### src/rtl/mem_ack_pkg.sv
// Shared types and default sizing for the acknowledge-bus arbiter.
package mem_ack_pkg;

  typedef enum logic [1:0] {
    ST_IDLE  = 2'd0,
    ST_GRANT = 2'd1,
    ST_BCAST = 2'd2
  } ack_state_e;

  localparam int ACK_N_REQ = 4;
  localparam int ACK_ID_W  = 2;

endpackage

### src/rtl/mem_rr_pick.sv
// Round-robin winner selection: rotate requests so rr_ptr sits at bit 0,
// take the lowest set bit, then rotate the offset back into an absolute index.
module mem_rr_pick
  import mem_ack_pkg::*;
#(
  parameter int N_REQ = ACK_N_REQ
) (
  input  logic [N_REQ-1:0]         req,
  input  logic [$clog2(N_REQ)-1:0] rr_ptr,
  output logic [$clog2(N_REQ)-1:0] win,
  output logic                     any
);

  localparam int IDX_W = $clog2(N_REQ);

  logic [N_REQ-1:0] rot;
  logic [IDX_W-1:0] src;
  int               off;

  always_comb begin
    rot = '0;
    src = '0;
    off = 0;
    for (int i = 0; i < N_REQ; i++) begin
      src    = IDX_W'((i + int'(rr_ptr)) % N_REQ);
      rot[i] = req[src];
    end
    // Scan downwards so the lowest set bit of the rotated vector wins.
    for (int i = N_REQ - 1; i >= 0; i--) begin
      if (rot[i]) off = i;
    end
    any = |req;
    win = IDX_W'((int'(rr_ptr) + off) % N_REQ);
  end

endmodule

### src/rtl/mem_ack_arbiter.sv
// Round-robin arbiter for the shared ACK bus: grant one requester, accept its
// source ID, then broadcast that ID as a registered one-cycle pulse.
module mem_ack_arbiter
  import mem_ack_pkg::*;
#(
  parameter int N_REQ = ACK_N_REQ,
  parameter int ID_W  = ACK_ID_W
) (
  input  logic                  clk,
  input  logic                  rst_n,
  input  logic [N_REQ-1:0]      req_valid,
  input  logic [N_REQ*ID_W-1:0] req_id,
  output logic [N_REQ-1:0]      req_ready,
  output logic                  ack_valid,
  output logic [ID_W-1:0]       ack_id,
  output logic                  err_proto
);

  localparam int IDX_W = $clog2(N_REQ);

  ack_state_e       state, state_n;
  logic [IDX_W-1:0] grant_idx, grant_idx_n;
  logic [IDX_W-1:0] rr_ptr, rr_ptr_n;
  logic [IDX_W-1:0] pick_idx;
  logic             pick_any;
  logic [ID_W-1:0]  ack_id_q, ack_id_n;
  logic             err_q, err_n;
  logic [ID_W-1:0]  id_arr [N_REQ];

  function automatic logic [IDX_W-1:0] next_idx(input logic [IDX_W-1:0] idx);
    return (idx == IDX_W'(N_REQ - 1)) ? '0 : idx + 1'b1;
  endfunction

  for (genvar g = 0; g < N_REQ; g++) begin : g_id
    assign id_arr[g] = req_id[g*ID_W +: ID_W];
  end

  mem_rr_pick #(.N_REQ(N_REQ)) u_pick (
    .req    (req_valid),
    .rr_ptr (rr_ptr),
    .win    (pick_idx),
    .any    (pick_any)
  );

  always_comb begin
    state_n     = state;
    grant_idx_n = grant_idx;
    rr_ptr_n    = rr_ptr;
    ack_id_n    = ack_id_q;
    err_n       = err_q;
    unique case (state)
      ST_IDLE: begin
        if (pick_any) begin
          grant_idx_n = pick_idx;
          state_n     = ST_GRANT;
        end
      end
      ST_GRANT: begin
        // The pointer advances even on a dropped request so a faulty
        // requester cannot monopolise the bus.
        rr_ptr_n = next_idx(grant_idx);
        if (req_valid[grant_idx]) begin
          ack_id_n = id_arr[grant_idx];
          state_n  = ST_BCAST;
        end else begin
          err_n   = 1'b1;
          state_n = ST_IDLE;
        end
      end
      ST_BCAST: state_n = ST_IDLE;
      default:  state_n = ST_IDLE;
    endcase
  end

  always_ff @(posedge clk or negedge rst_n) begin
    if (!rst_n) begin
      state     <= ST_IDLE;
      grant_idx <= '0;
      rr_ptr    <= '0;
      ack_id_q  <= '0;
      err_q     <= 1'b0;
    end else begin
      state     <= state_n;
      grant_idx <= grant_idx_n;
      rr_ptr    <= rr_ptr_n;
      ack_id_q  <= ack_id_n;
      err_q     <= err_n;
    end
  end

  // Outputs are pure decodes of registered state.
  assign req_ready = (state == ST_GRANT) ? (N_REQ'(1) << grant_idx) : '0;
  assign ack_valid = (state == ST_BCAST);
  assign ack_id    = ack_id_q;
  assign err_proto = err_q;

endmodule
### config.mk
export PLATFORM = sky130hd
export DESIGN_NAME = mem_ack_arbiter
export DESIGN_NICKNAME = d
export VERILOG_FILES = /design/src/rtl/mem_ack_pkg.sv /design/src/rtl/mem_rr_pick.sv /design/src/rtl/mem_ack_arbiter.sv
export SDC_FILE = /design/constraint.sdc
export NUM_CORES = 1
export LEC_CHECK = 0
export ABC_AREA = 1
export CORE_MARGIN = 5
export CORE_UTILIZATION = 35
export CTS_CLUSTER_DIAMETER = 150
export DETAILED_ROUTE_END_ITERATION = 12
export PLACE_DENSITY = 0.73
export SKIP_LAST_GASP = 1
export SYNTH_ARGS = -nofsm -noshare
export SYNTH_HDL_FRONTEND = slang
export SYNTH_SLANG_ARGS = --single-unit
### constraint.sdc
create_clock -name clk -period 2.2 [get_ports clk]
set_input_delay 0.44 -clock clk [delete_from_list [all_inputs] [get_ports clk]]
set_output_delay 0.44 -clock clk [all_outputs]
set_load 0.005 [all_outputs]
## After elaboration in Yosys (flattened, before gate mapping)

Index checks and enable logic that the tools add are counted.

| storage, ports and cells | value |
|---|---|
| register bits | 9 |

| operators by class | value |
|---|---|
| $add $sub $neg | 5 |
| shift-type cells | 1 |
| eq/ne operators | 4 |
| reductions and logical operators | 5 |
| $lt $le $gt $ge | 6 |
| bitwise gates (word level) | 2 |
| mux-type cells | 22 |

Operator list:

| kind | count |
|---|---|
| two-way mux 2 bit | 9 |
| < comparator 2 x 3 -> 1 bit (second input constant) | 5 |
| binary-select mux 1 bit (select 2 bit) | 5 |
| AND reduction 2 bit | 3 |
| two-way mux 1 bit | 5 |
| adder 2 bit (first input constant) | 2 |
| binary-select mux 2 bit (select 2 bit) | 1 |
| equality test 2 bit (second input constant) | 2 |
| two-way mux 4 bit | 1 |
| case mux 2 bit (2 select lines) | 1 |
| OR reduction 4 bit | 1 |
| << shifter 1 x 2 -> 4 bit (first input constant) | 1 |
| greater-or-equal comparator 3 bit (second input constant) | 1 |
| inverter 2 -> 3 bit | 1 |
| adder 1 x 2 -> 2 bit (first input constant) | 1 |
| adder 2 x 1 -> 2 bit (second input constant) | 1 |
| adder 2 bit | 1 |
| equality test 2 x 1 -> 1 bit (second input constant) | 1 |
| zero test 2 bit | 1 |
| inequality test 2 bit (second input constant) | 1 |
| inverter 1 bit | 1 |

## Depth between registers and ports, before layout

Gate-level depths: netlist of run 1.

| depth | value |
|---|---|
| depth in word-level cells | 8 |
| depth in mapped cells | 14 |
| gate-level depth less buffers | 13 |

## By module

A second synthesis of run 1 with hierarchy kept.

| second synthesis, totals | value |
|---|---|
| cells, all modules | 138 |
| area total of the unflattened synthesis | 854.6 um2 |

By module, submodules not included:

| module | area an instance (um2) | times used | seq. area each (um2) | cells each |
|---|---|---|---|---|
| mem_ack_arbiter | 586.8 | 1 | 225.2 | 82 |
| mem_rr_pick | 267.8 | 1 | 0.0 | 56 |

## Least setup slack after synthesis of run 1

No wires, ideal clock.

| path | value |
|---|---|
| kind | register to register |
| from | reg rr_ptr[0] |
| to | reg grant_idx[1] |
| data arrival time | 1.504 ns |
| setup time | 0.120 ns |
| path slack | 0.575 ns |
| stages on the path, launching flop included | 14 |
| cells stage by stage | dfrtp_1 > buf_6 > inv_6 > nand2_1 > nand2_2 > nand2_1 > a31oi_1 > nor2_1 > ha_1 > xnor2_1 > inv_1 > nand3_1 > nand3_1 > nand2_1 |

| on the way | value |
|---|---|
| longest elaborated chain between the ends | 8 |
| elaborated cells between the ends (all ways) | 16 |
| classes of those cells | add/sub (4); mux (12) |

Ends and longest elaborated chain:

| item | RTL line | RTL |
|---|---|---|
| start: declaration | mem_ack_arbiter.sv:23 | `logic [IDX_W-1:0] rr_ptr, rr_ptr_n;` |
| start signal: assignment | mem_ack_arbiter.sv:85 | `rr_ptr <= rr_ptr_n;` |
| adder 2 bit | mem_rr_pick.sv:25 | `src = IDX_W'((i + int'(rr_ptr)) % N_REQ);` |
| binary-select mux 1 bit (select 2 bit) | mem_rr_pick.sv:26 | `rot[i] = req[src];` |
| two-way mux 1 bit (implied by the code) | mem_rr_pick.sv:26 |  |
| two-way mux 2 bit (4 in a row) | mem_rr_pick.sv:30 | `if (rot[i]) off = i;` |
| adder 2 bit (*) | mem_rr_pick.sv:33 | `win = IDX_W'((int'(rr_ptr) + off) % N_REQ);` |
| end signal: assignment | mem_ack_arbiter.sv:84 | `grant_idx <= grant_idx_n;` |
| end: declaration | mem_ack_arbiter.sv:22 | `logic [IDX_W-1:0] grant_idx, grant_idx_n;` |

Every way passes the cells marked *; elsewhere a longest branch is shown, timed or not. The select of a mux whose other input is x is not followed.
A chain may end at the register's enable or synchronous reset.

## Worst setup path after layout of run 1

| path | value |
|---|---|
| from | reg grant_idx[1] |
| to | out req_ready[1] |

| on the way | value |
|---|---|
| longest elaborated chain between the ends | 2 |

Ends and longest elaborated chain:

| item | RTL line | RTL |
|---|---|---|
| << shifter 1 x 2 -> 4 bit | mem_ack_arbiter.sv:92 | `assign req_ready = (state == ST_GRANT) ? (N_REQ'(1) << grant_idx) : '0;` |
| two-way mux 4 bit | mem_ack_arbiter.sv:92 |  |
| end: declaration | mem_ack_arbiter.sv:13 | `output logic [N_REQ-1:0] req_ready,` |

Every way passes these cells.

==> results of run 1 <==
-- kinds of logic after synthesis --
| group | after synthesis |
|---|---|
| AND/OR/NAND/NOR | 66 |
| buffers and inverters | 17 |
| flip-flops | 9 |
| adder cells (fa/ha/maj) | 5 |
| AO/OA/AOI/OAI | 18 |
| XOR/XNOR | 1 |
-- critical path: stages (launching register included) --
cell and delay [ps]:
dfrtp_2 470, inv_2 110, ha_1 140, inv_1 40, nor2_1 110, clkdlybuf4s50_1 520
-- power by group --
group	internal (mW)	leakage [nW]	switching, mW
Combinational	0.357	0.390	0.498
Clock	0.0697	0.0150	0.0539
Sequential	0.240	0.107	0.0948
-- cell type report --
cell class	count	area [um2]
clock buffers	4	26.3
fillers	204	982
inverters	15	61.3
multi-input cells	90	454
flip-flops and latches	9	226
well taps	27	33.8
repair buffers	22	218
-- registers in the layout, summed over array words and instances, names as in the netlist --
| name | cells |
|---|---|
| ack_id | 2 |
| err_proto | 1 |
| grant_idx | 2 |
| rr_ptr | 2 |
| state | 2 |
-- worst max path at each step --
stage / start / to / slack (ps)
6_report: grant_idx[1] / req_ready[1] / 120
5_1_grt: grant_idx[1] / req_ready[1] / 20
2_1_floorplan: rr_ptr[0] / grant_idx[1] / 580
4_1_cts: grant_idx[1] / req_ready[1] / 20
3_3_place_gp: req_valid[1] / grant_idx[1] / 70
3_5_place_dp: req_valid[3] / grant_idx[1] / 30
-- cells in the mapped netlist (all sizes together) --
cell / n / area (um2)
a21o: 1 / 7.51
inv: 15 / 61.3
dfrtp: 9 / 225
nor2: 13 / 56.3
a21oi: 2 / 10.0
a31oi: 1 / 6.26
ha: 5 / 62.6
nand2: 47 / 199
o22ai: 2 / 12.5
nand3: 5 / 25.0
buf: 2 / 16.3
nand4: 1 / 6.26
xnor2: 1 / 8.76
o21ai: 12 / 60.1
-- routing by layer --
metal / vias to the layer above / part of all wire, % / global-route usage [%]
li1: 411 / - / -
met2: 19 / 52 / 23.9
met1: 362 / 43 / 13.5
met3: 0 / 5.4 / 3.90
met4: 0 / 0 / 2.03
met5: - / 0 / 0
-- stage by stage --
stage / utilization, % / cell area [um2]
after floorplan: - / 757
after global placement: 49.6 / 992
after detailed placement: 49.6 / 992
after CTS: 50.9 / 1020
after global routing: 50.9 / 1020
final: 50.9 / 1020
==> impl_metrics.env, run 1 <==
export IMPL_wl_per_cell_um=10.7
export IMPL_p_leak_nw=0.512
export IMPL_muxShareOfSynthArea_pct=0
export IMPL_area_delta_synth_final_pct=34.7
export IMPL_path_max_fanout=7
export IMPL_cts_sinks=9
export IMPL_min_period_ps=2080
export IMPL_clk_latency_ps=250
export IMPL_cts_hold_buf=0
export IMPL_finalSetupViolCount=0
export IMPL_via_per_inst=4.74
export IMPL_cts_tree="yes"
export IMPL_antenna_found_initial=0
export IMPL_synth_compound_gate_area_share_pct=12.7
export IMPL_via_count=792
export IMPL_cts_buffers=3
export IMPL_drtIter0Drc=7
export IMPL_rr_endpoint="grant_idx[1]"
export IMPL_grt_max_degree=11
export IMPL_synth_xor_area_share_pct=1.16
export IMPL_gr_total_overflow=0
export IMPL_drt_total_wl_um=1790
export IMPL_synthAdderAreaFrac_pct=8.26
export IMPL_seq_area_frac_synth_pct=29.8
export IMPL_worstPathRequired_ps=1760
export IMPL_postCtsSetupRepairBufs=0
export IMPL_crit_path_start_kind="flop"
export IMPL_critPathKind="flop to output port"
export IMPL_dp_cells=163
export IMPL_status="finished clean"
export IMPL_nets=160
export IMPL_hold_viol=0
export IMPL_power_density_nw_per_um2=1290
export IMPL_dieArea_um2=3190
export IMPL_grt_pass1_wl_um=3220
export IMPL_cts_buffer_depth=2
export IMPL_mostFrequentLayoutCells="nand2_1 (40), clkdlybuf4s50_1 (21), nor2_1 (12), o21ai_0 (12), inv_1 (11)"
export IMPL_tightest_slew_ps=392
export IMPL_cts_repair_resized=0
export IMPL_final_common_cell="nand2_1"
export IMPL_max_freq_mhz=481
export IMPL_worstHoldStart="err_proto"
export IMPL_gp_congestion=0.735
export IMPL_reg2reg_slack_ps=370
export IMPL_synth_seq_cells=9
export IMPL_pre_cts_ws_ps=30.4
export IMPL_rows=16
export IMPL_synth_top_family_by_area="simple AND/OR/NAND/NOR gates"
export IMPL_dr_pass1_iters=4
export IMPL_ant_nets=0
export IMPL_ys_warnings_count=0
export IMPL_synth_nets=135
export IMPL_slew_viol_final=0
export IMPL_die_h_um=56.5
export IMPL_setup_ws_ps=121
export IMPL_fin_crit_sh_pct=94.5
export IMPL_rsz0062_at_grt="no"
export IMPL_setup_worst_path_end_class="output port"
export IMPL_h_tree_depth=1
export IMPL_ys_types=20
export IMPL_syn_avg_cell_area_um2=6.53
export IMPL_cts_root_buffer="clkbuf_4"
export IMPL_yosys_area_share_simple_pct=37.9
export IMPL_n_antenna_cell=0
export IMPL_io_buffers=21
export IMPL_ios=22
export IMPL_drcViolationCount=0
export IMPL_hpwl_um=1510
export IMPL_hold_path_class="flop to flop"
export IMPL_path_clk_slew_ps=60
export IMPL_clock_skew_ps=2.24
export IMPL_synth_area_um2=757
export IMPL_grtUsageTotal_pct=12.6
export IMPL_core_area_um2=2000
export IMPL_final_cell_count_no_fill=167
export IMPL_hold_slack_ps=472
export IMPL_final_layout_size_suffix_gt1_share_pct=12.1
export IMPL_start_util_pct=37.8
export IMPL_p_total_mw=1.31
export IMPL_maxCapViolCount=0
export IMPL_tns_ps=0
export IMPL_die_w_um=56.5
export IMPL_rr_worst_depth=13
export IMPL_holdPathEnd="err_proto"
export IMPL_peakVddDrop_mv=0.636
export IMPL_whs_path_depth=1
export IMPL_r2r_start="rr_ptr[0]"
export IMPL_syn_inst=116
export IMPL_crit_arrival_ps=1640
export IMPL_grt_pass1_vias=786
export IMPL_relSlewSlack_pct=73.8
No activity file was read; power rests on OpenSTA's default activity.
==> run 2: changes to the inputs <==
--- a/config.mk
+++ b/config.mk
@@ -7,10 +7,11 @@
 export LEC_CHECK = 0
 export ABC_AREA = 1
 export CORE_MARGIN = 5
-export CORE_UTILIZATION = 35
+export CORE_UTILIZATION = 24
 export CTS_CLUSTER_DIAMETER = 150
 export DETAILED_ROUTE_END_ITERATION = 12
-export PLACE_DENSITY = 0.73
+export GPL_TIMING_DRIVEN = 0
+export PLACE_DENSITY = 0.57
 export SKIP_LAST_GASP = 1
 export SYNTH_ARGS = -nofsm -noshare
 export SYNTH_HDL_FRONTEND = slang
==> run 2 against run 1 <==
  * Clock-buffer cell count unchanged
  * Setup slack worse by 41 ps
  * Largest cell class unchanged
  * Design area rose by 3.2%
  * Sequential share of layout area decreased by 0.69 points
  * Hold slack worse by 11 ps
  * Cell count up 11%
  * Routed wire length rose by 6.8%
  * Clock power grew 9%
  * Core utilization down 16 points
  * First-iteration DRC count increased by 43%
  * Die area is 37% higher
==> impl_metrics.env, run 2 (synthesized netlist as in run 1, its figures left out) <==
export IMPL_status="finished clean"
export IMPL_r2r_start="rr_ptr[0]"
export IMPL_cts_root_buffer="clkbuf_4"
export IMPL_slowest_stage="clkdlybuf4s50_1"
export IMPL_slew_viol_final=0
export IMPL_ant_nets=0
export IMPL_path_max_fanout=7
export IMPL_wl_per_cell_um=10.3
export IMPL_max_freq_mhz=472
export IMPL_rr_endpoint="grant_idx[1]"
export IMPL_critical_path_buf_inv_count=3
export IMPL_io_buffers=21
export IMPL_rows=20
export IMPL_cts_buffers=3
export IMPL_cts_tree="yes"
export IMPL_final_layout_size_suffix_gt1_share_pct=12.8
export IMPL_grt_max_degree=10
export IMPL_rr_worst_depth=13
export IMPL_tightest_slew_ps=395
export IMPL_path_cells="inv_2, ha_1, inv_1, nor2_1, clkdlybuf4s50_1"
export IMPL_antenna_found_initial=0
export IMPL_rsz0062_at_grt="no"
export IMPL_worstPathRequired_ps=1760
export IMPL_die_h_um=66.2
export IMPL_via_count=794
export IMPL_critPathKind="flop to output port"
export IMPL_relSlewSlack_pct=73.6
export IMPL_reg2reg_slack_ps=430
export IMPL_gr_total_overflow=0
export IMPL_crit_arrival_ps=1680
export IMPL_via_per_inst=4.29
export IMPL_cts_sinks=9
export IMPL_dr_pass1_iters=4
export IMPL_p_total_mw=1.35
export IMPL_dp_cells=181
export IMPL_grt_pass1_vias=797
export IMPL_intPower_uw=683
export IMPL_start_util_pct=25.0
export IMPL_fill_cells=343
export IMPL_switchingPower_uw=670
export IMPL_cts_buffer_depth=2
export IMPL_clk_latency_ps=270
export IMPL_grtUsageTotal_pct=9.68
export IMPL_die_w_um=66.2
export IMPL_mostFrequentLayoutCells="nand2_1 (40), clkdlybuf4s50_1 (19), nor2_1 (12), o21ai_0 (12), inv_1 (11)"
export IMPL_drt_total_wl_um=1910
export IMPL_hold_path_class="input pin to async pin"
export IMPL_n_antenna_cell=0
export IMPL_tns_ps=0
export IMPL_clock_skew_ps=1.68
export IMPL_hpwl_um=1550
export IMPL_min_period_ps=2120
export IMPL_gp_congestion=0.726
export IMPL_p_seq_share_pct=23.3
export IMPL_hold_slack_ps=461
export IMPL_peakVddDrop_mv=0.434
export IMPL_finalSetupViolCount=0
export IMPL_area_delta_synth_final_pct=39.0
export IMPL_drcViolationCount=0
export IMPL_slowest_delay_ps=530
export IMPL_path_clk_slew_ps=70
export IMPL_fin_crit_sh_pct=96.4
export IMPL_power_density_nw_per_um2=1290
export IMPL_cp_top_family="buffers and inverters"
export IMPL_p_clk_share_pct=10.0
export IMPL_nets=161
export IMPL_crit_path_start_kind="flop"
export IMPL_maxCapViolCount=0
export IMPL_final_cell_count_no_fill=185
export IMPL_utilization_pct=34.8
export IMPL_ios=22
export IMPL_setup_worst_path_end_class="output port"
export IMPL_postCtsSetupRepairBufs=0
export IMPL_drtIter0Drc=10
export IMPL_p_leak_nw=0.527
export IMPL_p_sw_share_pct=49.5
export IMPL_core_area_um2=3030
export IMPL_hold_viol=0
export IMPL_h_tree_depth=1
export IMPL_grt_pass1_wl_um=3380
export IMPL_power_frac_comb_pct=66.8
export IMPL_dieArea_um2=4380
export IMPL_final_common_cell="nand2_1"
==> run 2: changes by cell type in the layout (fill, tap and decap cells not counted), sizes merged <==
cell	delta
dlygate4sd2	+2
clkdlybuf4s50	-2
buf	+1
==> run 2: how the worst max path moves through the flow <==
stage | start | to | slack, ps | depth (start not counted)
after floorplan | rr_ptr[0] | grant_idx[1] | 580 | 13
after global placement | req_valid[3] | grant_idx[1] | 30 | 14
after detailed placement | req_valid[3] | grant_idx[1] | 6 | 14
after CTS | grant_idx[1] | req_ready[1] | 20 | 5
after global routing | grant_idx[1] | req_ready[1] | 10 | 5
final | grant_idx[1] | req_ready[1] | 80 | 5
==> run 2: power groups by stage <==
stage	registers, mW	logic, mW	clock network [mW]
2_1_floorplan	0.293	0.653	0
3_3_place_gp	0.309	0.897	0
3_5_place_dp	0.311	0.904	0
4_1_cts	0.313	0.915	0.137
5_1_grt	0.323	1.05	0.144
6_report	0.315	0.903	0.135
==> run 2: through the flow <==
step / area, um2 / setup slack (ps)
2_1_floorplan: 757 / 575
3_3_place_gp: 1020 / 30.9
3_5_place_dp: 1020 / 5.70
4_1_cts: 1050 / 17.6
5_1_grt: 1050 / 15.0
6_report: 1050 / 79.8
==> run 2: layout make-up <==
class	count	area, um2	share of cell area [%]
Buffer	2	18.8	1.78
Clock buffer	4	26.3	2.50
Inverter	15	63.8	6.06
Multi-Input combinational cell	90	454	43.2
Sequential cell	9	226	21.5
Tap cell	44	55.1	5.23
Timing Repair Buffer	21	208	19.7
==> run 2: worst reg2reg max path: cells and delay by family, from the launching register on <==
kind                     cells  cell delay (ps)
adder cells (fa/ha/maj)      1              190
AO/OA/AOI/OAI                1              180
XOR/XNOR                     1              130
AND/OR/NAND/NOR              7              490
flip-flops                   1              390
buffers and inverters        3              290
==> run 2: what timing repair did <==
action                     CTS  global route
setup endpoints to repair    3             1
hold endpoints to repair     0             0
resized for setup            6             1
hold buffers                 0             0
==> run 2: metal layers <==
layer / part of all wire (%) / track usage, % / vias up / routed length, um
met5: 0 / 0 / - / 0
met1: 46 / 11.3 / 347 / 871
li1: - / - / 417 / -
met3: 6.6 / 4.25 / 0 / 126
met4: 0 / 0.761 / 0 / 0
met2: 48 / 16.9 / 30 / 914
